==> src/rtl/la_capture_if.sv <==
// Capture-to-FIFO write port.
//   fifo_data    sample word written into the capture FIFO
//   fifo_push_n  active-low, one-cycle write strobe
//   full_fifo    FIFO full flag returned by the FIFO
// master: capture stage (drives data/strobe). slave: FIFO side.
interface la_capture_if #(
   parameter int DATA_LEN = 32
);
   logic [DATA_LEN-1:0] fifo_data;
   logic                fifo_push_n;
   logic                full_fifo;

   modport master (
      output fifo_data,
      output fifo_push_n,
      input  full_fifo
   );

   modport slave (
      input  fifo_data,
      input  fifo_push_n,
      output full_fifo
   );
endinterface

==> src/rtl/la_capture.sv <==
// Probe capture stage of the logic analyzer.
// Synchronises the probe bus, decimates it with a programmable divider,
// waits for a trigger and pushes samples into the capture FIFO. Samples
// that hit a full FIFO are dropped and counted.
//
// Ports:
//   clk          sampling clock, rising edge
//   rst_n        asynchronous active-low reset
//   run_en       capture enable (START/STOP)
//   probe_in     asynchronous probe pins
//   sample_div   strobe every sample_div+1 clocks
//   capture_len  samples to capture after trigger, 0 = continuous
//   trig_mode    0 immediate, 1 level, 2 edge, 3 immediate
//   trig_mask    bits participating in the trigger
//   trig_value   level-match value
//   fifo_if      FIFO write port (data, push strobe, full flag)
//   overflow     sticky, set on first dropped sample
//   drop_cnt     dropped-sample count, saturating
//   triggered    high from trigger until return to IDLE
//   done         high in DONE
//
// state     | meaning
// ----------+-----------------------------------------------------------
// S_IDLE    | stopped; divider, sample count and prev_valid held clear
// S_ARMED   | config latched; evaluating trigger on each strobe
// S_CAPTURE | pushing one sample per strobe
// S_DONE    | capture_len samples taken; waiting for run_en low
module la_capture #(
   parameter int DATA_LEN = 32,
   parameter int DIV_LEN  = 16,
   parameter int CNT_LEN  = 24
) (
   input  logic                clk,
   input  logic                rst_n,
   input  logic                run_en,
   input  logic [DATA_LEN-1:0] probe_in,
   input  logic [DIV_LEN-1:0]  sample_div,
   input  logic [CNT_LEN-1:0]  capture_len,
   input  logic [1:0]          trig_mode,
   input  logic [DATA_LEN-1:0] trig_mask,
   input  logic [DATA_LEN-1:0] trig_value,
   la_capture_if.master        fifo_if,
   output logic                overflow,
   output logic [15:0]         drop_cnt,
   output logic                triggered,
   output logic                done
);

   typedef enum logic [1:0] {
      S_IDLE    = 2'd0,
      S_ARMED   = 2'd1,
      S_CAPTURE = 2'd2,
      S_DONE    = 2'd3
   } state_t;

   state_t state, state_nxt;

   logic [DATA_LEN-1:0] sync1, sync2, prev;
   logic                prev_valid;
   logic [DIV_LEN-1:0]  div_cnt, cfg_div;
   logic [CNT_LEN-1:0]  smp_cnt, cfg_len, smp_cnt_inc;
   logic [1:0]          cfg_mode;
   logic [DATA_LEN-1:0] cfg_mask, cfg_value;
   logic                arm_go, active, strobe, trig_hit, take, take_last;

   assign arm_go      = (state == S_IDLE) && run_en;
   // Strobes are suppressed in the cycle run_en drops so an abort never
   // issues a new push.
   assign active      = ((state == S_ARMED) || (state == S_CAPTURE)) && run_en;
   assign strobe      = active && (div_cnt == '0);
   assign smp_cnt_inc = smp_cnt + CNT_LEN'(1);

   always_comb begin
      trig_hit = 1'b1;
      case (cfg_mode)
         2'd1:    trig_hit = ((sync2 ^ cfg_value) & cfg_mask) == '0;
         2'd2:    trig_hit = prev_valid && (((sync2 ^ prev) & cfg_mask) != '0);
         default: trig_hit = 1'b1;
      endcase
   end

   // The triggering sample is itself the first captured sample.
   assign take      = strobe && ((state == S_CAPTURE) ||
                                 ((state == S_ARMED) && trig_hit));
   assign take_last = take && (cfg_len != '0) && (smp_cnt_inc == cfg_len);

   // Probe synchroniser
   always_ff @(posedge clk or negedge rst_n) begin
      if (!rst_n) begin
         sync1 <= '0;
         sync2 <= '0;
      end else begin
         sync1 <= probe_in;
         sync2 <= sync1;
      end
   end

   // Configuration snapshot, taken only when arming
   always_ff @(posedge clk or negedge rst_n) begin
      if (!rst_n) begin
         cfg_div   <= '0;
         cfg_len   <= '0;
         cfg_mode  <= '0;
         cfg_mask  <= '0;
         cfg_value <= '0;
      end else if (arm_go) begin
         cfg_div   <= sample_div;
         cfg_len   <= capture_len;
         cfg_mode  <= trig_mode;
         cfg_mask  <= trig_mask;
         cfg_value <= trig_value;
      end
   end

   // Sample divider: loaded with sample_div on arming so the first strobe
   // lands sample_div+1 clocks into ARMED.
   always_ff @(posedge clk or negedge rst_n) begin
      if (!rst_n) begin
         div_cnt <= '0;
      end else if (state == S_IDLE) begin
         div_cnt <= arm_go ? sample_div : '0;
      end else if (!run_en) begin
         div_cnt <= '0;
      end else if (div_cnt == '0) begin
         div_cnt <= cfg_div;
      end else begin
         div_cnt <= div_cnt - DIV_LEN'(1);
      end
   end

   // Captured-sample count; wraps freely in continuous mode
   always_ff @(posedge clk or negedge rst_n) begin
      if (!rst_n) begin
         smp_cnt <= '0;
      end else if ((state == S_IDLE) || !run_en) begin
         smp_cnt <= '0;
      end else if (take) begin
         smp_cnt <= smp_cnt_inc;
      end
   end

   // Previous-sample register for edge trigger
   always_ff @(posedge clk or negedge rst_n) begin
      if (!rst_n) begin
         prev       <= '0;
         prev_valid <= 1'b0;
      end else if ((state == S_IDLE) || !run_en) begin
         prev_valid <= 1'b0;
      end else if (strobe && (state == S_ARMED) && !trig_hit) begin
         prev       <= sync2;
         prev_valid <= 1'b1;
      end
   end

   // FIFO write port; full_fifo is judged in the strobe cycle
   always_ff @(posedge clk or negedge rst_n) begin
      if (!rst_n) begin
         fifo_if.fifo_data   <= '0;
         fifo_if.fifo_push_n <= 1'b1;
      end else begin
         fifo_if.fifo_push_n <= !(take && !fifo_if.full_fifo);
         if (take && !fifo_if.full_fifo) begin
            fifo_if.fifo_data <= sync2;
         end
      end
   end

   // Drop accounting; kept through DONE/IDLE, cleared on re-arm
   always_ff @(posedge clk or negedge rst_n) begin
      if (!rst_n) begin
         overflow <= 1'b0;
         drop_cnt <= '0;
      end else if (arm_go) begin
         overflow <= 1'b0;
         drop_cnt <= '0;
      end else if (take && fifo_if.full_fifo) begin
         overflow <= 1'b1;
         if (drop_cnt != 16'hFFFF) begin
            drop_cnt <= drop_cnt + 16'd1;
         end
      end
   end

   always_ff @(posedge clk or negedge rst_n) begin
      if (!rst_n) begin
         state <= S_IDLE;
      end else begin
         state <= state_nxt;
      end
   end

   always_comb begin
      state_nxt = state;
      if (!run_en) begin
         state_nxt = S_IDLE;
      end else begin
         case (state)
            S_IDLE:    state_nxt = S_ARMED;
            S_ARMED:   if (take) state_nxt = take_last ? S_DONE : S_CAPTURE;
            S_CAPTURE: if (take_last) state_nxt = S_DONE;
            S_DONE:    state_nxt = S_DONE;
            default:   state_nxt = S_IDLE;
         endcase
      end
   end

   always_comb begin
      triggered = 1'b0;
      done      = 1'b0;
      case (state)
         S_CAPTURE: triggered = 1'b1;
         S_DONE: begin
            triggered = 1'b1;
            done      = 1'b1;
         end
         default: begin
            triggered = 1'b0;
            done      = 1'b0;
         end
      endcase
   end

endmodule

==> src/flat_wrapper.sv <==
// flat-port wrapper written by rule: the top's interface ports become plain ports
module la_capture_flat 
#(
   parameter int DATA_LEN = 32,
   parameter int DIV_LEN  = 16,
   parameter int CNT_LEN  = 24
)
  (clk, rst_n, run_en, probe_in, sample_div, capture_len, trig_mode, trig_mask, trig_value, overflow, drop_cnt, triggered, done, fifo_if_fifo_data, fifo_if_fifo_push_n, fifo_if_full_fifo);
  la_capture_if #(.DATA_LEN(DATA_LEN)) fifo_if_i ();
  input  logic clk;
  input  logic rst_n;
  input  logic run_en;
  input  logic [DATA_LEN-1:0] probe_in;
  input  logic [DIV_LEN-1:0] sample_div;
  input  logic [CNT_LEN-1:0] capture_len;
  input  logic [1:0] trig_mode;
  input  logic [DATA_LEN-1:0] trig_mask;
  input  logic [DATA_LEN-1:0] trig_value;
  output logic overflow;
  output logic [15:0] drop_cnt;
  output logic triggered;
  output logic done;
  output wire logic [$bits(fifo_if_i.fifo_data)-1:0] fifo_if_fifo_data;
  output wire logic [$bits(fifo_if_i.fifo_push_n)-1:0] fifo_if_fifo_push_n;
  input wire logic [$bits(fifo_if_i.full_fifo)-1:0] fifo_if_full_fifo;
  assign fifo_if_fifo_data = fifo_if_i.fifo_data;
  assign fifo_if_fifo_push_n = fifo_if_i.fifo_push_n;
  assign fifo_if_i.full_fifo = fifo_if_full_fifo;
  la_capture #(.DATA_LEN(DATA_LEN), .DIV_LEN(DIV_LEN), .CNT_LEN(CNT_LEN)) u_core (.clk(clk), .rst_n(rst_n), .run_en(run_en), .probe_in(probe_in), .sample_div(sample_div), .capture_len(capture_len), .trig_mode(trig_mode), .trig_mask(trig_mask), .trig_value(trig_value), .fifo_if(fifo_if_i), .overflow(overflow), .drop_cnt(drop_cnt), .triggered(triggered), .done(done));
endmodule
==> config.mk <==
export PLATFORM = sky130hd
export DESIGN_NAME = la_capture_flat
export DESIGN_NICKNAME = d
export VERILOG_FILES = /design/src/rtl/la_capture_if.sv /design/src/rtl/la_capture.sv /design/src/flat_wrapper.sv
export SDC_FILE = /design/constraint.sdc
export NUM_CORES = 1
export LEC_CHECK = 0
export BUFFER_PORTS_ARGS = -buffer_cell sky130_fd_sc_hd__buf_2
export CORE_MARGIN = 1
export CORE_UTILIZATION = 42
export DETAILED_ROUTE_END_ITERATION = 6
export GPL_TIMING_DRIVEN = 0
export PLACE_DENSITY = 0.68
export SKIP_LAST_GASP = 1
export SYNTH_ARGS = -nofsm -noshare
export SYNTH_HDL_FRONTEND = slang
export SYNTH_SLANG_ARGS = --single-unit
==> constraint.sdc <==
create_clock -name clk -period 9.14 [get_ports clk]
set_input_delay 1.828 -clock clk [delete_from_list [all_inputs] [get_ports clk]]
set_output_delay 1.828 -clock clk [all_outputs]
set_load 0.02 [all_outputs]
==> results_tabular.tex <==
\begin{tabular}{lr}
\hline
Metric & Value \\
\hline
\multicolumn{2}{l}{\textbf{Run status}} \\
Outcome & complete, but fails checks \\
Violated checks & design-rule violations \\
\multicolumn{2}{l}{\textbf{Synth}} \\
Sequential area share after synthesis & 0.5598 \\
Count of warnings emitted by yosys & 0 \\
Primary flip-flop cell chosen by synthesis mapping & sky130\_fd\_sc\_hd\_\_dfrtp\_1 \\
Number of standard cells after synthesis & approximately 1300 \\
Syn\_area\_per\_cell & 10.28 µm² \\
Number of flip-flops and latches in the synthesized netlist & 295 \\
Post-Syn Area & 13190 µm² \\
Cell type with the highest aggregate area in the netlist & sky130\_fd\_sc\_hd\_\_dfrtp\_1 \\
Synth top area cells & sky130\_fd\_sc\_hd\_\_dfrtp\_1 56\%, sky130\_fd\_sc\_hd\_\_nand2\_1 10\%, sky130\_fd\_sc\_hd\_\_mux2\_2 5.5\% \\
Share of synthesized flip-flops with an asynchronous set or reset & 1.000 \\
Nets in the synthesized netlist & 1434 \\
EDFF count, synth & 0 \\
Unique cell type count in the Yosys netlist & 64 \\
Portion of synthesized cell area occupied by the leading cell type & 0.5578 \\
\multicolumn{2}{l}{\textbf{Floorplan}} \\
Die height & 179.2 µm \\
Placeable core region & 30750 µm² \\
Count of pins on the block boundary & 194 \\
Width of the die & $\sim$180 µm \\
Initial core utilization & 0.4289 \\
Die ar. & approximately 32000 µm² \\
Rows & 64 \\
\multicolumn{2}{l}{\textbf{Worst setup path}} \\
Total buffers and inverters traversed by the critical path & 2 \\
Cell Chain, Critical Path & xor2\_1, a22oi\_1, nand4\_1, nor3\_1, a21o\_1, clkbuf\_1, o2111ai\_1, nor2\_1, buf\_2, mux2\_2 \\
Worst Path Max Fanout & 10 \\
Launch point of the worst reg-to-reg path & u\_core.sync2[15]\$\_DFF\_PN0\_ \\
Number of gates on the worst path with buffers counted & 10 \\
Slowest Stage Delay on Critical Path & roughly 650 ps \\
Critical Setup Path Class & register to register \\
Critical path required time & 9540 ps \\
Worst setup SP type & register \\
Number of cells traversed by the worst register-to-register path & 10 \\
Critical path's slowest cell & sky130\_fd\_sc\_hd\_\_nor2\_1 \\
Reg-to-reg slack, setup & 4890 ps \\
Category of cells accounting for the largest share of critical-path delay & simple AND/OR/NAND/NOR gates \\
Endpoint of the worst register-to-register path & u\_core.fifo\_if.fifo\_data[21]\$\_DFFE\_PN0P\_ \\
Arrival @ worst endpoint & 4640 ps \\
CP endpoint kind & register \\
\multicolumn{2}{l}{\textbf{Global routing}} \\
Total routing resource utilization after global routing & 0.2267 \\
Via count of the first global-routing pass & 10060 \\
Met1 Resource Use GR & 0.3164 \\
Maximum number of pins on one net before global-route repair & 117 \\
Number of antenna violations at the first check in global routing & 1 \\
Met2 track demand over resource in global routing & 0.3682 \\
Most Crowded Layer GR & met2 \\
Congestion Overflow GR & 0 \\
Met3 track demand over resource & 0.02969 \\
First-pass GRT wire length & 55.34 mm \\
\multicolumn{2}{l}{\textbf{Clocking}} \\
PostCTS Resize Cnt & 0 \\
Number of buffers created by CTS & 34 \\
Clock edge transition at the registers on the reported setup and hold paths & about 60 ps \\
Maximum number of buffers from clock root to sink & 3 \\
Depth of the CTS H-tree & 2 \\
Number of buffers added for setup after CTS & 0 \\
Number of clock sinks & 295 \\
CTS Hold Buffers Added & 0 \\
Clock tree from TritonCTS & done \\
Skew-Pair Late Insertion Delay & 530 ps \\
Root Buffer Master & sky130\_fd\_sc\_hd\_\_clkbuf\_16 \\
\multicolumn{2}{l}{\textbf{Min path}} \\
Endpoint, Worst Hold & u\_core.sync2[10]\$\_DFF\_PN0\_ \\
HP Class & register to register \\
Cell count of the worst hold path & 0 \\
Min-delay src & u\_core.sync1[10]\$\_DFF\_PN0\_ \\
\multicolumn{2}{l}{\textbf{STA}} \\
Final Hold Slack & approximately 340 ps \\
Final-layout setup total negative slack & 0 ps \\
Final critical-path share of the clock period & 0.4646 \\
Highest Clock Rate & 235.5 MHz \\
Setup violation total in the final timing report & 0 \\
Number of max-slew violations in the final report & 0 \\
Worst clock skew & 27.14 ps \\
Worst Setup Slack, final & 4893 ps \\
Minimum clock period & $\sim$4200 ps \\
RSZ-0062 raised after global routing & false \\
Number of endpoints with negative hold slack in the final report & 0 \\
Actual slew at the worst max-slew pin & 1038 ps \\
Slew HR & 0.3081 \\
\multicolumn{2}{l}{\textbf{Final layout}} \\
Final Util & 0.5188 \\
Ratio of cells with drive above 1 in the final layout & 0.2243 \\
Most common cell after layout, fill and taps aside & sky130\_fd\_sc\_hd\_\_nand2\_1 \\
Growth of design area from synthesis to finish & 20.96\% \\
Area occupied by multi-input gates & 5520 µm² \\
Nets & between 1500 and 2000 \\
Most frequent cells in the layout & 366 x sky130\_fd\_sc\_hd\_\_nand2\_1, 294 x sky130\_fd\_sc\_hd\_\_dfrtp\_1, 201 x sky130\_fd\_sc\_hd\_\_buf\_2 \\
Fill cell instance count of the final layout & 2869 \\
Total area of sequential cells & roughly 7400 µm² \\
\multicolumn{2}{l}{\textbf{Detailed routing}} \\
Vias post-DR & 10300 \\
Number of violations reported at the end of detailed-routing iteration 0 & $\sim$810 \\
Number of detailed-routing iterations run before antenna repair & 7 \\
Via/cell ratio & 5.323 \\
Count of unresolved DRC violations after routing & 10 \\
Wire length after detailed routing & 35.50 mm \\
Average wire per cell in the routed design & 18.35 µm \\
DRT antenna net count & 0 \\
\multicolumn{2}{l}{\textbf{Power}} \\
Reported leakage power & 0.007919 µW \\
Max IR drop VDD & 0.1342 mV \\
Power per cell area & 290.0 nW/µm² \\
\multicolumn{2}{l}{\textbf{Placement}} \\
PortBufs & about 190 \\
RePlAce Congestion & about 0.92 \\
Final HPWL DP & 25.49 mm \\
Setup WS pre-CTS & 4924 ps \\
\multicolumn{2}{l}{\textbf{Run}} \\
Max-cap viol count & 0 \\
\hline
\end{tabular}
[per-layer routing]
| layer | vias up | part of all wire |
|---|---|---|
| met5 | - | 0 |
| met4 | 0 | 0.025 |
| met3 | 64 | 0.056 |
| met2 | 325 | 0.47 |
| met1 | 5070 | 0.45 |
| li1 | 4841 | - |
[worst register-to-register path: cells and delay by family (launching register included)]
family          cells  cell delay [ps]
compound gates      3              960
xor+xnor            1              180
buf+inv             2              910
flops               1              430
mux                 1              380
simple gates        3             1260
[stage by stage]
| stage | total power (µW) | area, µm² | std cells |
|---|---|---|---|
| floorplan | 2702 | 13190 | 1283 |
| detailed placement | 3162 | 14720 | 1874 |
| CTS | 4656 | 15950 | 1934 |
| global placement | 3128 | 14650 | 1872 |
| finish | 4626 | 15950 | 1935 |
| global route | 4898 | 15950 | 1935 |
[worst max-delay path by stage]
stage | startpoint | to | slack [ps]
6_report | u_core.sync2[15]$_DFF_PN0_ | u_core.fifo_if.fifo_data[21]$_DFFE_PN0P_ | 4890
5_1_grt | u_core.sync2[15]$_DFF_PN0_ | u_core.fifo_if.fifo_data[21]$_DFFE_PN0P_ | 4700
4_1_cts | u_core.sync2[15]$_DFF_PN0_ | u_core.fifo_if.fifo_data[21]$_DFFE_PN0P_ | 4890
3_5_place_dp | u_core.sync2[15]$_DFF_PN0_ | u_core.fifo_if.fifo_data[27]$_DFFE_PN0P_ | 4920
3_3_place_gp | rst_n | u_core.sync1[22]$_DFF_PN0_ | 650
2_1_floorplan | run_en | u_core.prev[10]$_DFFE_PN0P_ | 5910
[final cells by class]
class,instances,share of cell area
Clock buffer,46,0.06243
Clock inverter,14,0.01498
Antenna cell,1,0.0001569
Buffer,54,0.01435
Sequential cell,295,0.4628
Multi-Input combinational cell,919,0.3460
Tap cell,396,0.03106
Timing Repair Buffer,195,0.06463
Inverter,15,0.003529
[report_power, final]
group | total, µW | internal [µW] | switching, µW
Clock | 1470 | 914 | 561
Sequential | 1890 | 1610 | 280
Combinational | 1260 | 479 | 779
Total | 4630 | 3010 | 1620
[cells by family (layout without fill, tap and decap cells)]
group,after synthesis,after routing,share of synthesized area
AO/OA/AOI/OAI,166,166,0.08178
multiplexers,74,74,0.06233
AND/OR/NAND/NOR,563,563,0.1949
flip-flops,295,295,0.5598
other,0,1,0
XOR/XNOR,107,107,0.07106
buffers and inverters,69,324,0.02163
adder cells (fa/ha/maj),9,9,0.008538
[state kept, by name (all words and copies together) (netlist names), 16 cells and up]
signal,count
u_core.smp_cnt,24
u_core.cfg_mask,32
u_core.cfg_div,16
u_core.sync2,32
u_core.fifo_if.fifo_data,32
u_core.div_cnt,16
u_core.cfg_len,24
u_core.prev,32
u_core.sync1,32
u_core.cfg_value,32
u_core.drop_cnt,16
[cells in the mapped netlist (3+ instances only)]
master / count
sky130_fd_sc_hd__a21o_1: 3
sky130_fd_sc_hd__a21oi_1: 37
sky130_fd_sc_hd__a22oi_1: 28
sky130_fd_sc_hd__a31oi_1: 3
sky130_fd_sc_hd__and2_1: 16
sky130_fd_sc_hd__and3_1: 7
sky130_fd_sc_hd__buf_1: 3
sky130_fd_sc_hd__buf_2: 9
sky130_fd_sc_hd__clkbuf_1: 40
sky130_fd_sc_hd__dfrtp_1: 294
sky130_fd_sc_hd__ha_1: 9
sky130_fd_sc_hd__inv_1: 15
sky130_fd_sc_hd__mux2_2: 65
sky130_fd_sc_hd__mux2i_1: 9
sky130_fd_sc_hd__nand2_1: 366
sky130_fd_sc_hd__nand2b_1: 5
sky130_fd_sc_hd__nand3_1: 21
sky130_fd_sc_hd__nand3b_1: 3
sky130_fd_sc_hd__nand4_1: 14
sky130_fd_sc_hd__nor2_1: 36
sky130_fd_sc_hd__nor2b_1: 4
sky130_fd_sc_hd__nor3_1: 18
sky130_fd_sc_hd__nor3b_1: 3
sky130_fd_sc_hd__nor4_1: 16
sky130_fd_sc_hd__o2111ai_1: 6
sky130_fd_sc_hd__o211ai_1: 8
sky130_fd_sc_hd__o21a_1: 3
sky130_fd_sc_hd__o21ai_0: 44
sky130_fd_sc_hd__o21bai_1: 3
sky130_fd_sc_hd__o31ai_1: 10
sky130_fd_sc_hd__or2_2: 4
sky130_fd_sc_hd__or3_1: 21
sky130_fd_sc_hd__or4_1: 14
sky130_fd_sc_hd__xnor2_1: 26
sky130_fd_sc_hd__xor2_1: 81
Power figures use the tool's default switching activity.
